===== config.mk =====
export PLATFORM = sky130hd
export DESIGN_NAME = age_ordered_rs
export DESIGN_NICKNAME = d
export VERILOG_FILES = /design/src/rtl/age_ordered_rs.sv
export SDC_FILE = /design/constraint.sdc
export NUM_CORES = 2
export LEC_CHECK = 0
export CORE_ASPECT_RATIO = 0.75
export CORE_MARGIN = 5
export CORE_UTILIZATION = 55
export DETAILED_ROUTE_END_ITERATION = 10
export GPL_TIMING_DRIVEN = 1
export PLACE_DENSITY = 0.81
export SYNTH_ARGS = -nofsm -noshare
export SYNTH_HDL_FRONTEND = slang
export SYNTH_SLANG_ARGS = --single-unit

===== constraint.sdc =====
create_clock -name clk -period 3.47 [get_ports clk]
set_input_delay 0.347 -clock clk [delete_from_list [all_inputs] [get_ports clk]]
set_output_delay 0.347 -clock clk [all_outputs]
set_load 0.05 [all_outputs]

===== src/rtl/age_ordered_rs.sv =====
// Age-ordered reservation station: multi-CDB wakeup, oldest-ready-first issue
// into a held output register, with dispatch backpressure and occupancy count.
module age_ordered_rs #(
  parameter int DATA_WIDTH  = 32,
  parameter int TAG_WIDTH   = 3,
  parameter int OP_WIDTH    = 5,
  parameter int NUM_ENTRIES = 4,
  parameter int NUM_CDB     = 2
) (
  input  logic                              clk,
  input  logic                              rst,
  input  logic                              flush,
  input  logic                              dispatch_valid,
  output logic                              dispatch_ready,
  input  logic [DATA_WIDTH-1:0]             src1_val,
  input  logic [DATA_WIDTH-1:0]             src2_val,
  input  logic [DATA_WIDTH-1:0]             src3_val,
  input  logic [TAG_WIDTH-1:0]              src1_tag,
  input  logic [TAG_WIDTH-1:0]              src2_tag,
  input  logic [TAG_WIDTH-1:0]              src3_tag,
  input  logic                              src1_ready,
  input  logic                              src2_ready,
  input  logic                              src3_ready,
  input  logic [OP_WIDTH-1:0]               opcode,
  input  logic [4:0]                        dest_reg,
  input  logic [TAG_WIDTH-1:0]              my_rob_tag,
  input  logic [NUM_CDB-1:0]                cdb_valid,
  input  logic [NUM_CDB*TAG_WIDTH-1:0]      cdb_tag,
  input  logic [NUM_CDB*DATA_WIDTH-1:0]     cdb_value,
  output logic                              fu_valid,
  input  logic                              fu_ready,
  output logic [DATA_WIDTH-1:0]             fu_op1,
  output logic [DATA_WIDTH-1:0]             fu_op2,
  output logic [DATA_WIDTH-1:0]             fu_op3,
  output logic [OP_WIDTH-1:0]               fu_opcode,
  output logic [TAG_WIDTH-1:0]              fu_dest_tag,
  output logic [4:0]                        fu_dest_reg,
  output logic [$clog2(NUM_ENTRIES+1)-1:0]  rs_count
);
  localparam int CW = $clog2(NUM_ENTRIES + 1);
  localparam int IW = $clog2(NUM_ENTRIES);

  logic [NUM_ENTRIES-1:0] busy_q, busy_d;
  logic [OP_WIDTH-1:0]    opc_q  [NUM_ENTRIES], opc_d  [NUM_ENTRIES];
  logic [4:0]             dreg_q [NUM_ENTRIES], dreg_d [NUM_ENTRIES];
  logic [TAG_WIDTH-1:0]   rtag_q [NUM_ENTRIES], rtag_d [NUM_ENTRIES];
  logic [DATA_WIDTH-1:0]  val_q  [NUM_ENTRIES][3], val_d [NUM_ENTRIES][3];
  logic [TAG_WIDTH-1:0]   stag_q [NUM_ENTRIES][3], stag_d [NUM_ENTRIES][3];
  logic [2:0]             rdy_q  [NUM_ENTRIES], rdy_d [NUM_ENTRIES];
  logic [NUM_ENTRIES-1:0] older_q [NUM_ENTRIES], older_d [NUM_ENTRIES];

  logic                   fu_valid_q, fu_valid_d;
  logic [DATA_WIDTH-1:0]  fu_op_q [3], fu_op_d [3];
  logic [OP_WIDTH-1:0]    fu_opc_q, fu_opc_d;
  logic [TAG_WIDTH-1:0]   fu_tag_q, fu_tag_d;
  logic [4:0]             fu_dreg_q, fu_dreg_d;
  logic [CW-1:0]          count_q, count_d;

  logic [DATA_WIDTH-1:0]  in_val [3];
  logic [TAG_WIDTH-1:0]   in_tag [3];
  logic [2:0]             in_rdy;
  logic [NUM_ENTRIES-1:0] elig, blocked;
  logic                   sel_valid, load, accept;
  logic [IW-1:0]          sel_idx, alloc_idx;

  assign in_val = '{src1_val, src2_val, src3_val};
  assign in_tag = '{src1_tag, src2_tag, src3_tag};
  assign in_rdy = {src3_ready, src2_ready, src1_ready};

  assign dispatch_ready = ~(&busy_q);
  assign accept         = dispatch_valid & dispatch_ready;

  // Oldest eligible entry: no other eligible entry is marked older than it.
  always_comb begin
    elig      = '0;
    blocked   = '0;
    sel_valid = 1'b0;
    sel_idx   = '0;
    for (int unsigned i = 0; i < NUM_ENTRIES; i++)
      elig[i] = busy_q[i] & (&rdy_q[i]);
    for (int unsigned i = 0; i < NUM_ENTRIES; i++) begin
      for (int unsigned j = 0; j < NUM_ENTRIES; j++)
        if (elig[j] && older_q[j][i]) blocked[i] = 1'b1;
      if (elig[i] && !blocked[i]) begin
        sel_valid = 1'b1;
        sel_idx   = IW'(i);
      end
    end
  end

  always_comb begin
    alloc_idx = '0;
    for (int unsigned i = NUM_ENTRIES; i > 0; i--)
      if (!busy_q[i-1]) alloc_idx = IW'(i - 1);
  end

  assign load = (!fu_valid_q || fu_ready) && sel_valid;

  always_comb begin
    busy_d = busy_q;  opc_d = opc_q;  dreg_d = dreg_q;  rtag_d = rtag_q;
    val_d  = val_q;   stag_d = stag_q; rdy_d = rdy_q;   older_d = older_q;
    fu_valid_d = fu_valid_q;  fu_op_d = fu_op_q;  fu_opc_d = fu_opc_q;
    fu_tag_d   = fu_tag_q;    fu_dreg_d = fu_dreg_q;
    count_d    = count_q + (accept ? CW'(1) : CW'(0)) - (load ? CW'(1) : CW'(0));

    // Ports scanned high-to-low so the lowest matching port is written last.
    for (int unsigned i = 0; i < NUM_ENTRIES; i++)
      for (int unsigned s = 0; s < 3; s++)
        for (int unsigned p = NUM_CDB; p > 0; p--)
          if (busy_q[i] && !rdy_q[i][s] && cdb_valid[p-1] &&
              cdb_tag[(p-1)*TAG_WIDTH +: TAG_WIDTH] == stag_q[i][s]) begin
            val_d[i][s] = cdb_value[(p-1)*DATA_WIDTH +: DATA_WIDTH];
            rdy_d[i][s] = 1'b1;
          end

    if (load) begin
      busy_d[sel_idx] = 1'b0;
      fu_valid_d      = 1'b1;
      fu_op_d         = val_q[sel_idx];
      fu_opc_d        = opc_q[sel_idx];
      fu_tag_d        = rtag_q[sel_idx];
      fu_dreg_d       = dreg_q[sel_idx];
    end else if (fu_ready) begin
      fu_valid_d = 1'b0;
    end

    if (accept) begin
      busy_d[alloc_idx] = 1'b1;
      opc_d[alloc_idx]  = opcode;
      dreg_d[alloc_idx] = dest_reg;
      rtag_d[alloc_idx] = my_rob_tag;
      for (int unsigned s = 0; s < 3; s++) begin
        stag_d[alloc_idx][s] = in_tag[s];
        val_d[alloc_idx][s]  = in_val[s];
        rdy_d[alloc_idx][s]  = in_rdy[s];
        for (int unsigned p = NUM_CDB; p > 0; p--)
          if (!in_rdy[s] && cdb_valid[p-1] &&
              cdb_tag[(p-1)*TAG_WIDTH +: TAG_WIDTH] == in_tag[s]) begin
            val_d[alloc_idx][s] = cdb_value[(p-1)*DATA_WIDTH +: DATA_WIDTH];
            rdy_d[alloc_idx][s] = 1'b1;
          end
      end
      older_d[alloc_idx] = '0;
      for (int unsigned j = 0; j < NUM_ENTRIES; j++)
        if (IW'(j) != alloc_idx) older_d[j][alloc_idx] = busy_q[j];
    end

    if (flush) begin
      busy_d     = '0;
      fu_valid_d = 1'b0;
      count_d    = '0;
    end
  end

  always_ff @(posedge clk) begin
    if (rst) begin
      busy_q     <= '0;
      fu_valid_q <= 1'b0;
      fu_opc_q   <= '0;
      fu_tag_q   <= '0;
      fu_dreg_q  <= '0;
      count_q    <= '0;
      for (int unsigned s = 0; s < 3; s++) fu_op_q[s] <= '0;
      for (int unsigned i = 0; i < NUM_ENTRIES; i++) begin
        opc_q[i]   <= '0;
        dreg_q[i]  <= '0;
        rtag_q[i]  <= '0;
        rdy_q[i]   <= '0;
        older_q[i] <= '0;
        for (int unsigned s = 0; s < 3; s++) begin
          val_q[i][s]  <= '0;
          stag_q[i][s] <= '0;
        end
      end
    end else begin
      busy_q     <= busy_d;
      opc_q      <= opc_d;
      dreg_q     <= dreg_d;
      rtag_q     <= rtag_d;
      val_q      <= val_d;
      stag_q     <= stag_d;
      rdy_q      <= rdy_d;
      older_q    <= older_d;
      fu_valid_q <= fu_valid_d;
      fu_op_q    <= fu_op_d;
      fu_opc_q   <= fu_opc_d;
      fu_tag_q   <= fu_tag_d;
      fu_dreg_q  <= fu_dreg_d;
      count_q    <= count_d;
    end
  end

  assign fu_valid    = fu_valid_q;
  assign fu_op1      = fu_op_q[0];
  assign fu_op2      = fu_op_q[1];
  assign fu_op3      = fu_op_q[2];
  assign fu_opcode   = fu_opc_q;
  assign fu_dest_tag = fu_tag_q;
  assign fu_dest_reg = fu_dreg_q;
  assign rs_count    = count_q;
endmodule

==> summary.md <==
| Metric | Value |
|---|---|
| Area after DPL | `39060 um^2` |
| First-pass GRT wire length | `203400 um` |
| Total GRT Usage | `37.52%` |
| Hold Path Class | `in2reg` |
| Crit-path max FO | `22` |
| Area of the multi-input gates | `20770 um^2` |
| CTS root buf | `clkbuf_16` |
| Detailed placer's ending HPWL | `81590 um` |
| RSZ-0062 raised after global routing | `false` |
| Clock power frac | `44.4%` |
| Die Span X | `301.4 um` |
| Clock Sink Count | `617` |
| Layout fillers | `5032` |
| Largest net degree at the start of global routing | `136` |
| Vias in the first global route | `33.33k` |
| Mean routed wirelength per cell | `26.20 um` |
| Max-slew violations | `0` |
| P_sw | `4.374 mW` |
| Leakage dissipation | `15.53 nW` |
| Reg with most FFs | `val_q` |
| Comb pwr share | `11.8%` |
| Clk Latency, worst-skew pair | `0.62 ns` |
| Yosys cell types | `56` |
| DR vias | `35.54k` |
| Syn avg cell area | `8.187 um^2` |
| Initial DRT Pass Iterations | `11` |
| Rows | `80` |
| Mapped Nets | `4478` |
| Fin util | `65.20%` |
| Minimum clock period | `3.279 ns` |
| Top Registers | `val_q (384), stag_q (36)` |
| CP required | `3.93 ns` |
| Post-CTS resize count | `0` |
| Setup violators final | `0` |
| PwrDens | `405.1 nW/um^2` |
| Die Y | `228.5 um` |
| Synth warn | `0` |
| Number of flip-flops in the largest register | `384` |
| Share of layout cells above drive strength 1 | `11.20%` |
| Starting density of the core | `55.27%` |
| Cell area after synthesis | `35020 um^2` |
| Final setup skew | `0.02096 ns` |
| Ports | `312` |
| FF/Latch Area | `12350 um^2` |
| Num CTS Buffers | `66` |
| Slew @ Worst Pin | `1.087 ns` |
| Synthesis-stage register bit count | `617` |
| Core ar. | `63360 um^2` |
| Avg Vias per Cell | `6.797` |
| Die area | `68870 um^2` |
| Period utilization | `94.49%` |
| Clock slew at reported path FFs | `0.06 ns` |
| Power Internal | `12.36 mW` |
| CP endpoint kind | `register` |
| Post-synth EDFFs | `0` |
| Max cap viols | `0` |
| Antenna violations before repair | `4` |
| Post-route cell area | `41310 um^2` |
| Top_reg_cell synth | `dfxtp_1` |
| Syn Inst Count | `4277` |
| Gr ovfl total | `0` |
| CTS tree | `done` |
| Final nets | `4518` |
| Slew HR | `27.34%` |
| Post CTS Setup Buffer Count | `0` |
| Port buffer count | `311` |
| CP arrival | `3.74 ns` |
| GP Congestion | `0.9336` |
| DRC Markers | `7` |
| Kind of start point of the critical path | `register` |
| Flop pwr share | `43.8%` |
| TNS Setup | `0 ns` |
| Syn-to-layout area delta | `17.98%` |
| Fmax | `305.0 MHz` |
| Worst Setup Path Type | `reg2reg` |
| Sequential area share after synthesis | `35.27%` |
| Worst VDD drop | `309.2 uV` |
| Net Sw Frac | `26.14%` |
| CTS Hold Bufs | `0` |
| Clock tree buffer depth | `3` |
| Failing checks | `design-rule violations` |
| Final hold vios | `0` |
| Outcome | `complete, but fails checks` |
| Routed Antenna Nets | `0` |
| Drt first-iter violations | `6438` |
| Final wirelength | `137000 um` |
| H-tree depth | `3` |
| Post-synth ARST share | `0%` |
## critical path, stage by stage, from the launching register on
cell	delay [ns]
dfxtp_1	0.37
and4_1	0.22
a22oi_1	0.18
nand4b_1	0.56
buf_12	0.41
mux2_2	0.29
a222oi_1	0.92
a211oi_2	0.16
## per-stage QoR
stage | cells | power, mW | hold slack [ns] | setup WS (ns)
after global placement | 5110 | 9.321 | 0.4391 | 0.5005
after detailed placement | 5110 | 9.345 | 0.4448 | 0.4598
final | 5229 | 16.74 | 0.1410 | 0.1911
after floorplan | 4277 | 8.543 | 0.4241 | 0.3717
after CTS | 5226 | 16.62 | 0.1174 | 0.4353
after global routing | 5227 | 17.10 | 0.1342 | 0.2337
## cells in the mapped netlist, types with 5 or more instances
cell type	n	area [um^2]
dfxtp_1	617	12350
o21a_1	5	37.54
nor4_2	6	75.07
o211ai_1	355	2665
buf_1	30	112.6
nand4_1	8	50.05
nor2_1	188	705.7
buf_2	76	380.4
o22a_1	36	315.3
mux2i_1	481	4815
and2_1	8	50.05
nor4_4	8	170.2
a21oi_1	481	2407
nand2_1	938	3521
nor3_1	18	90.09
and4_1	6	52.55
a211oi_2	82	1026
nor2b_1	10	62.56
o21ai_0	85	425.4
buf_4	13	97.59
inv_1	18	67.56
clkbuf_1	358	1344
o21ai_1	12	60.06
xor2_1	51	446.7
buf_6	8	90.09
nand2b_1	5	31.28
a211oi_1	38	285.3
nand3_1	18	90.09
mux2_2	114	1284
a222oi_1	106	1061
nor4_1	6	37.54
xnor2_1	41	359.1
nand3b_1	12	90.09
## layout make-up
cell class	instances	share of cell area, %
multi-input cells	3156	50.28
flip-flops and latches	617	29.90
repair buffers	458	11.61
clock buffers	102	4.994
well taps	861	2.608
clock inverters	14	0.4301
inverters	18	0.1635
diodes	3	0.01817
## power groups by stage
stage / Combinational, mW / Sequential (mW) / Clock [mW]
2_1_floorplan: 1.07 / 7.47 / 0
3_3_place_gp: 1.85 / 7.47 / 0
3_5_place_dp: 1.87 / 7.48 / 0
4_1_cts: 1.88 / 7.32 / 7.41
5_1_grt: 2.06 / 7.34 / 7.70
6_report: 1.97 / 7.33 / 7.44
## cells by family (layout without fill, tap and decap cells)
kind of cell	after synthesis	count (layout)	synth area share [%]
other	0	3	0
xor gates and xnor gates	92	92	2.301
buffers and inverters	504	592	5.996
muxes	595	595	17.42
adders and majority gates	3	3	0.1286
and+or+nand+nor	1244	1244	14.66
DFF	617	617	35.27
AOI/OAI and AO/OA	1222	1222	24.23
## worst paths after layout
path | cells past startpoint | startpoint | to | slack (ns)
hold / removal | 2 | rst | val_q[4] | 0.14
setup / recovery | 7 | rdy_q[4] | fu_op3[6] | 0.19
setup reg to reg | 7 | rdy_q[4] | fu_op3[6] | 0.19
hold reg to reg | 2 | rtag_q[10] | rtag_q[10] | 0.45
## layer usage
metal  share of wire (%)  GRT usage (%)  wire length (um)  up-vias
li1                    -              -                 -    15430
met1                  37          50.22             50970    16420
met2                  40          52.72             55270     3092
met3                  17          14.64             22930      597
met4                 5.6          18.32              7703        4
met5               0.074              0               101        -
## placed cells by master, fill, tap and decap left out, types with 82 or more instances in the layout
cell / count
o21ai_0: 85
a222oi_1: 106
nor2_1: 184
a211oi_2: 82
dfxtp_1: 617
a21oi_1: 481
nand2_1: 937
buf_4: 101
o211ai_1: 355
mux2_2: 114
mux2i_1: 481
clkdlybuf4s50_1: 310
Note: power is estimated with default switching activity, not from simulation.
